[src/rtl/fir_ctrl_pkg.sv]
// Shared types and default sizing for the FIR control path.
package fir_ctrl_pkg;

  localparam int DEF_ADDR_W  = 5;
  localparam int DEF_TAPS    = 32;
  localparam int DEF_MAC_LAT = 1;

  typedef logic [DEF_ADDR_W-1:0] addr_t;

  typedef enum logic [2:0] {
    IDLE,
    LOAD,
    MAC,
    DRAIN,
    HOLD
  } state_e;

endpackage

[src/rtl/tap_counter.sv]
// Loadable modulo counter with clear, enable and terminal-count compare.
// o_nxt exposes the value the counter takes at the next edge.
module tap_counter #(
  parameter int W = 5
) (
  input  logic         clk,
  input  logic         rst,
  input  logic         i_clr,
  input  logic         i_ld,
  input  logic [W-1:0] i_ld_val,
  input  logic         i_en,
  input  logic [W-1:0] i_tc_val,
  output logic [W-1:0] o_nxt,
  output logic         o_tc
);

  logic [W-1:0] r_cnt;

  always_comb begin
    o_nxt = r_cnt;
    if (i_clr)
      o_nxt = '0;
    else if (i_ld)
      o_nxt = i_ld_val;
    else if (i_en)
      o_nxt = r_cnt + W'(1);
  end

  always_ff @(posedge clk or negedge rst) begin
    if (!rst)
      r_cnt <= '0;
    else
      r_cnt <= o_nxt;
  end

  assign o_tc = (r_cnt == i_tc_val);

endmodule

[src/rtl/fir_tap_sequencer.sv]
// Control FSM for the FIR datapath: one output per accepted input sample.
// Every output is a register loaded from the next-state decode.
module fir_tap_sequencer
  import fir_ctrl_pkg::*;
#(
  parameter int TAPS    = DEF_TAPS,
  parameter int ADDR_W  = DEF_ADDR_W,
  parameter int MAC_LAT = DEF_MAC_LAT
) (
  input  logic              clk,
  input  logic              rst,
  input  logic              in_valid,
  output logic              in_ready,
  output logic              out_valid,
  input  logic              out_ready,
  output logic              mem_we,
  output logic              ptr_ld,
  output logic [ADDR_W-1:0] ptr_addr,
  output logic [ADDR_W-1:0] data_addr,
  output logic [ADDR_W-1:0] coef_addr,
  output logic              acc_clr,
  output logic              mac_en,
  output logic              busy
);

  localparam logic [ADDR_W-1:0] MAC_TC   = ADDR_W'(TAPS - 1);
  localparam logic [ADDR_W-1:0] DRAIN_TC = ADDR_W'((MAC_LAT > 0) ? MAC_LAT - 1 : 0);

  state_e            r_state;
  state_e            w_state_nxt;
  logic [ADDR_W-1:0] r_wr_ptr;

  logic              r_in_ready, r_out_valid, r_mem_we, r_ptr_ld;
  logic              r_acc_clr, r_mac_en, r_busy;
  logic [ADDR_W-1:0] r_ptr_addr, r_data_addr, r_coef_addr;

  logic              w_in_ready, w_out_valid, w_mem_we, w_ptr_ld;
  logic              w_acc_clr, w_mac_en, w_busy;
  logic [ADDR_W-1:0] w_ptr_addr, w_data_addr, w_coef_addr;

  logic              w_hs_in, w_hs_out;
  logic              w_cnt_clr, w_cnt_en, w_cnt_tc;
  logic [ADDR_W-1:0] w_k_nxt, w_tc_val;

  assign w_hs_in  = r_in_ready & in_valid;
  assign w_hs_out = r_out_valid & out_ready;
  assign w_tc_val = (r_state == DRAIN) ? DRAIN_TC : MAC_TC;

  // One counter serves as tap index k in MAC and as the drain timer in DRAIN.
  tap_counter #(
    .W(ADDR_W)
  ) u_tap_counter (
    .clk      (clk),
    .rst      (rst),
    .i_clr    (w_cnt_clr),
    .i_ld     (1'b0),
    .i_ld_val ('0),
    .i_en     (w_cnt_en),
    .i_tc_val (w_tc_val),
    .o_nxt    (w_k_nxt),
    .o_tc     (w_cnt_tc)
  );

  always_comb begin
    w_state_nxt = r_state;
    w_cnt_clr   = 1'b0;
    w_cnt_en    = 1'b0;
    unique case (r_state)
      IDLE: begin
        if (w_hs_in) begin
          w_state_nxt = LOAD;
          w_cnt_clr   = 1'b1;
        end
      end
      LOAD: w_state_nxt = MAC;
      MAC: begin
        if (w_cnt_tc) begin
          w_state_nxt = (MAC_LAT == 0) ? HOLD : DRAIN;
          w_cnt_clr   = 1'b1;
        end else begin
          w_cnt_en = 1'b1;
        end
      end
      DRAIN: begin
        if (w_cnt_tc) begin
          w_state_nxt = HOLD;
          w_cnt_clr   = 1'b1;
        end else begin
          w_cnt_en = 1'b1;
        end
      end
      HOLD: begin
        if (w_hs_out)
          w_state_nxt = IDLE;
      end
      default: w_state_nxt = IDLE;
    endcase

    w_in_ready  = 1'b0;
    w_out_valid = 1'b0;
    w_mem_we    = 1'b0;
    w_ptr_ld    = 1'b0;
    w_acc_clr   = 1'b0;
    w_mac_en    = 1'b0;
    w_ptr_addr  = '0;
    w_data_addr = '0;
    w_coef_addr = '0;
    w_busy      = (w_state_nxt != IDLE);
    unique case (w_state_nxt)
      IDLE: w_in_ready = 1'b1;
      LOAD: begin
        w_mem_we    = 1'b1;
        w_acc_clr   = 1'b1;
        w_ptr_ld    = 1'b1;
        w_ptr_addr  = r_wr_ptr;
        w_data_addr = r_wr_ptr;
      end
      MAC: begin
        w_mac_en    = 1'b1;
        w_coef_addr = w_k_nxt;
        w_data_addr = r_wr_ptr - w_k_nxt;
      end
      HOLD:    w_out_valid = 1'b1;
      default: ;
    endcase
  end

  always_ff @(posedge clk or negedge rst) begin
    if (!rst) begin
      r_state     <= IDLE;
      r_wr_ptr    <= '0;
      r_in_ready  <= 1'b0;
      r_out_valid <= 1'b0;
      r_mem_we    <= 1'b0;
      r_ptr_ld    <= 1'b0;
      r_acc_clr   <= 1'b0;
      r_mac_en    <= 1'b0;
      r_busy      <= 1'b0;
      r_ptr_addr  <= '0;
      r_data_addr <= '0;
      r_coef_addr <= '0;
    end else begin
      r_state     <= w_state_nxt;
      if (w_hs_out)
        r_wr_ptr <= r_wr_ptr + ADDR_W'(1);
      r_in_ready  <= w_in_ready;
      r_out_valid <= w_out_valid;
      r_mem_we    <= w_mem_we;
      r_ptr_ld    <= w_ptr_ld;
      r_acc_clr   <= w_acc_clr;
      r_mac_en    <= w_mac_en;
      r_busy      <= w_busy;
      r_ptr_addr  <= w_ptr_addr;
      r_data_addr <= w_data_addr;
      r_coef_addr <= w_coef_addr;
    end
  end

  assign in_ready  = r_in_ready;
  assign out_valid = r_out_valid;
  assign mem_we    = r_mem_we;
  assign ptr_ld    = r_ptr_ld;
  assign ptr_addr  = r_ptr_addr;
  assign data_addr = r_data_addr;
  assign coef_addr = r_coef_addr;
  assign acc_clr   = r_acc_clr;
  assign mac_en    = r_mac_en;
  assign busy      = r_busy;

endmodule
[config.mk]
export PLATFORM = sky130hd
export DESIGN_NAME = fir_tap_sequencer
export DESIGN_NICKNAME = d
export VERILOG_FILES = /design/src/rtl/fir_ctrl_pkg.sv /design/src/rtl/tap_counter.sv /design/src/rtl/fir_tap_sequencer.sv
export SDC_FILE = /design/constraint.sdc
export NUM_CORES = 1
export LEC_CHECK = 0
export CAP_MARGIN = 10
export CELL_PAD_IN_SITES_DETAIL_PLACEMENT = 2
export CELL_PAD_IN_SITES_GLOBAL_PLACEMENT = 2
export CORE_MARGIN = 8
export CORE_UTILIZATION = 32
export CTS_BUF_LIST = sky130_fd_sc_hd__clkbuf_4 sky130_fd_sc_hd__clkbuf_8
export DETAILED_ROUTE_END_ITERATION = 10
export PLACE_DENSITY_LB_ADDON = 0.1
export RECOVER_POWER = 50
export SYNTH_ARGS = -nofsm -noshare
export SYNTH_HDL_FRONTEND = slang
export SYNTH_SLANG_ARGS = --single-unit
[constraint.sdc]
create_clock -name clk -period 3.1 [get_ports clk]
set_input_delay 0.465 -clock clk [delete_from_list [all_inputs] [get_ports clk]]
set_output_delay 0.465 -clock clk [all_outputs]
set_load 0.01 [all_outputs]
=== Yosys cells after proc, flatten, opt, wreduce, memory -nomap -nowiden ===
Cells that the tools add are included.

* Bits in registers: 33
* Input bits: 4
* Output and inout bits: 22
* Logic and storage cells: 48

* $add $sub $neg: 3
* Equality and inequality tests: 8
* Mux-type cells: 20
* Bitwise logic cells: 2
* Reduce and logical (&&, ||, !) cells: 4

{| class="wikitable"
|+ Operators by type and width
! kind !! count
|-
| 2-to-1 mux 5 bit || 5
|-
| case mux 3 bit (5 select lines) || 1
|-
| 2-to-1 mux 3 bit || 4
|-
| adder 5 x 1 -> 5 bit, second input constant || 2
|-
| case mux 5 bit (2 select lines) || 1
|-
| == test 3 x 2 -> 1 bit, second input constant || 3
|-
| 2-to-1 mux 1 bit || 8
|-
| == test 3 x 1 -> 1 bit, second input constant || 2
|-
| == test 3 bit, second input constant || 2
|-
| logical NOT 3 bit || 2
|-
| == test 5 bit || 1
|-
| subtractor 5 bit || 1
|-
| nonzero test 3 bit || 1
|-
| bitwise AND 1 bit || 2
|-
| case mux 1 bit (2 select lines) || 1
|-
| OR reduction 2 bit || 1
|}

=== Depth between registers and ports, before layout ===
Gate-level depths: netlist (run 1).

* Depth in word-level cells: 9
* Depth in mapped cells: 14
* Depth with buffers taken out: 12

=== Cells and area by module ===
A second synthesis (run 1) with hierarchy kept.

* Cell total of the unflattened synthesis: 141
* Area total of the unflattened synthesis: 1606.5 sq um

{| class="wikitable"
|+ Modules (own cells, without submodules)
! module !! times used !! cells an instance !! area an instance (sq um) !! sequential area each (sq um)
|-
| fir_tap_sequencer || 1 || 106 || 1271.2 || 700.7
|-
| tap_counter || 1 || 35 || 335.3 || 125.1
|}

=== Worst setup path after synthesis (run 1) ===
OpenSTA, ideal clock, no wires.

* Path type: flip-flop to flip-flop
* From: register u_tap_counter.r_cnt[0]
* To: register r_data_addr[4], in the netlist data_addr[4]
* Setup time: 0.120 ns
* Arrival: 2.824 ns
* Required time: 2.980 ns
* Slack: 0.157 ns
* Cell stages (with the launch flop): 13
* Path buffers: 0
* Clock period less this slack: 2.943 ns
* Cells stage by stage: dfrtp_1 or4b_4 nor3_4 nor3_1 a21oi_1 nor2_1 ha_1 fa_1 nand2b_1 o2bb2ai_1 a41oi_1 o31ai_1 a31o_1

* Word-level cells in the longest chain between the ends: 7
* Elaborated cells on any way between the ends: 15
* Those cells by class: add/sub (2); eq/ne (3); mux (10)

{| class="wikitable"
|+ RTL lines
! what !! RTL line !! text
|-
| from (decl) || tap_counter.sv:17 || <nowiki>logic [W-1:0] r_cnt;</nowiki>
|-
| from (signal assigned) || tap_counter.sv:33 || <nowiki>r_cnt <= o_nxt;</nowiki>
|-
| branches (longest 4 deep; another with adder 5 x 1 -> 5 bit) || -- ||
|-
| 2-to-1 mux 5 bit * || tap_counter.sv:21 || <nowiki>if (i_clr)</nowiki>
|-
| named net u_tap_counter.o_nxt[0] || tap_counter.sv:13 || <nowiki>output logic [W-1:0] o_nxt,</nowiki>
|-
| subtractor 5 bit * || fir_tap_sequencer.sv:121 || <nowiki>w_data_addr = r_wr_ptr - w_k_nxt;</nowiki>
|-
| case mux 5 bit (2 select lines) * || fir_tap_sequencer.sv:109 || <nowiki>unique case (w_state_nxt)</nowiki>
|-
| named net w_data_addr[4] || fir_tap_sequencer.sv:39 || <nowiki>logic [ADDR_W-1:0] w_ptr_addr, w_data_addr, w_coef_addr;</nowiki>
|-
| to (signal assigned) || fir_tap_sequencer.sv:154 || <nowiki>r_data_addr <= w_data_addr;</nowiki>
|-
| to (decl) || fir_tap_sequencer.sv:35 || <nowiki>logic [ADDR_W-1:0] r_ptr_addr, r_data_addr, r_coef_addr;</nowiki>
|}

Mark *: on every way through the listed nets, which the timed path passes.
A chain may end at the register's enable or synchronous reset.

=== Worst setup path in the final report (run 1) ===
Same ends and word-level chain as after synthesis.

==> flow_summary.ini, run 1 <==
[route]
wirelength_um = 4042
vias_per_cell = 5.174
wire_per_inst_um = 17.57
initialDrtViolationCount = 34
dr.pass1.iters = 4
vias = 1190
drcViolationCount = 0
antenna_left = 0

[critical_path]
crit_family = simple AND/OR/NAND/NOR gates
arrival_ns = 3.12
slowest_stage = or4b_4
path_cells = or4b_4 -> nor3_4 -> nor3_1 -> a21oi_1 -> nor2_1 -> ha_1 -> fa_1 -> nand2b_4 -> o2bb2ai_2 -> a41oi_1 -> o31ai_1 -> a31o_1
r2r-start = u_tap_counter.r_cnt[0]
crit_end = data_addr[4]
cp.depth = 12
startpoint_type = register
crit_fanout = 4
cp-startpoint = u_tap_counter.r_cnt[0]
cp_num_buf_inv = 0
critical_path.max_stage_delay_ns = 0.55
rrSetupSlack_ns = 0.16
reg2reg_depth = 12
worst_setup_path_end_kind = register
crit_type = register to register
cp.required_ns = 3.27
r2r-end = data_addr[4]

[cts]
cts_max_level = 2
clk_latency_ns = 0.29
cts_root_buf = clkbuf_8
numCtsBuffers = 5
cts_tree = done
clkTransAtPathRegs_ns = 0.07
clock-sinks = 33
clock_path_buffers = 2

[timing]
relSlewSlack = -0.1910
rsz0062_at_grt = no
post-route-min-period_ns = 2.943
period_share = 0.9493
tightest_slew_ns = 1.787
drv_slew = 34
fin_ws_ns = 0.1572
fin_setup_tns_ns = 0
fin_hold_ws_ns = 0.5323
timing.fmax_mhz = 339.8
finClkSkew_ns = 0.006209
hold_viol_final = 0
setup_viol = 0

[floorplanning]
rows = 25
die_w_um = 85.04
die-area_um2 = 7232
core_um2 = 4661
num_io_pins = 26
die-height_um = 85.04
start_util = 0.3272

[placed_design]
place_hpwl_um = 2994
placed_area_um2 = 1879
pre_cts_slack_ns = 0.04470
port_buffers = 25
dp.cells = 221
place.gp.congestion = 0.8678

[final_layout]
nFillCells = 505
fin_cells = 230
areaGrowthSynthToFinish_pct = 30.11
layout-drive-gt1-share = 0.1591
multiInputGateArea_um2 = 656.9
seq_area_um2 = 825.8
fin_area_um2 = 1984
final_util = 0.4258
antennaDiodeCount = 0
nNetsFinal = 186

[power]
p_per_area_nw_per_um2 = 1076
power_leakage_nw = 0.8799
irDropWorstVdd_uv = 381.4
power_mw = 2.136

[yosys]
synth_top_area_share = 0.5414
avgSynthCellArea_um2 = 10.97
async_reset_ff_frac = 1.000
ys_ff_latch = 33
yosysSeqAreaShare = 0.5414
netlist_instances = 139
synthTopCellsByCount = 33 x dfrtp_1, 17 x nor2_1, 7 x nand2_1
syn_area_um2 = 1525
yosys_warnings = 0
synth-main-ff-cell = dfrtp_1
yosysTopAreaCell = dfrtp_1
synth-edff-count = 0
syn-num-nets = 150
synth_cell_types = 43
post-synth-top-count-cell = dfrtp_1
synthTopCellsByArea = dfrtp_1 54%, ha_1 4.9%, nor2_1 4.2%

[status]
status = complete, but fails checks
violations = max-capacitance violations, max-slew violations

[global_route]
grt_pass1_wl_um = 6844
grt_pass1_vias = 1399
grt.total_usage = 0.1238
grt_max_degree = 34
antenna_found_initial = 0
overflow = 0

[hold_path]
hp-class = register to register

[job]
cap_violations = 1
==> placed cells by master (no fill, tap or decap), types with 2 or more instances in the layout <==
master	netlist	final
a21o_1	2	2
a21oi_1	3	2
a31o_1	2	2
and2_1	5	4
buf_4	2	9
clkbuf_1	1	2
clkbuf_8	0	5
clkdlybuf4s50_1	0	23
clkinv_2	0	2
dfrtp_1	33	33
dlygate4sd3_1	0	2
ha_1	6	6
inv_1	4	4
inv_2	2	2
nand2_1	7	7
nand2b_1	3	2
nand3_1	3	3
nand4_1	3	3
nor2_1	17	17
nor3_1	4	4
o21ai_1	2	2
o22ai_1	2	2
o31ai_1	2	3
or2_1	4	3
xnor2_1	6	6
==> sequential cells by signal, summed over array words and instances, names as in the netlist <==
name                 cells
busy                     1
r_state                  3
mac_en                   1
out_valid                1
u_tap_counter.r_cnt      5
ptr_addr                 5
acc_clr                  1
in_ready                 1
data_addr                5
r_wr_ptr                 5
coef_addr                5
==> area by class of cell <==
| type | count | area share |
|---|---|---|
| clock buffers | 6 | 0.03846 |
| clock inverters | 2 | 0.005044 |
| inverters | 6 | 0.01135 |
| multi-input cells | 93 | 0.3310 |
| flip-flops and latches | 33 | 0.4161 |
| well taps | 54 | 0.03405 |
| repair buffers | 36 | 0.1639 |
==> kinds of logic after synthesis <==
logic type,count (synthesis),share of synthesized area
compound gates,23,0.1116
buf+inv,13,0.04019
fa+ha+maj,7,0.06235
xor+xnor,7,0.04020
simple gates,56,0.2043
flops,33,0.5414
==> repair_timing <==
action / in CTS / in global routing
gates resized for setup: 2 / 2
hold endpoints to repair: 0 / 0
hold buffers: 0 / 0
endpoints found under the setup margin: 1 / 1
pin swaps: 3 / 1
setup buffers: 1 / 0
cloned: 0 / 0
==> metal layers <==
metal	GRT usage	vias up	wire length [um]
li1	-	547	-
met1	0.1234	609	1675
met2	0.2188	27	2061
met3	0.05019	7	235
met4	0.05825	0	69
met5	0	-	0
==> worst reg2reg max path: stages (launching register included) <==
cell	delay, ns
dfrtp_1	0.38
or4b_4	0.55
nor3_4	0.18
nor3_1	0.08
a21oi_1	0.14
nor2_1	0.08
ha_1	0.20
fa_1	0.40
nand2b_4	0.17
o2bb2ai_2	0.14
a41oi_1	0.20
o31ai_1	0.10
a31o_1	0.22
==> power breakdown <==
part / switching (mW) / internal, mW
logic: 0.572 / 0.564
clock network: 0.154 / 0.164
registers: 0.0995 / 0.583
total: 0.826 / 1.31
==> worst min-delay path by stage <==
stage,depth (start not counted),slack (ns),start,endpoint
2_1_floorplan,0,0.17,rst,acc_clr
3_3_place_gp,1,0.51,r_wr_ptr[4],r_wr_ptr[4]
3_5_place_dp,1,0.52,r_wr_ptr[4],r_wr_ptr[4]
4_1_cts,1,0.53,r_wr_ptr[4],r_wr_ptr[4]
5_1_grt,1,0.56,r_wr_ptr[4],r_wr_ptr[4]
6_report,1,0.53,r_wr_ptr[4],r_wr_ptr[4]
No activity file was read; power rests on OpenSTA's default activity.
==> inputs of run 2 (changes only) <==
HOLD_SLACK_MARGIN = 0.06   (was default)
==> results of run 2 <==
The final DEF is identical to that of run 1; final timing and power are the same.
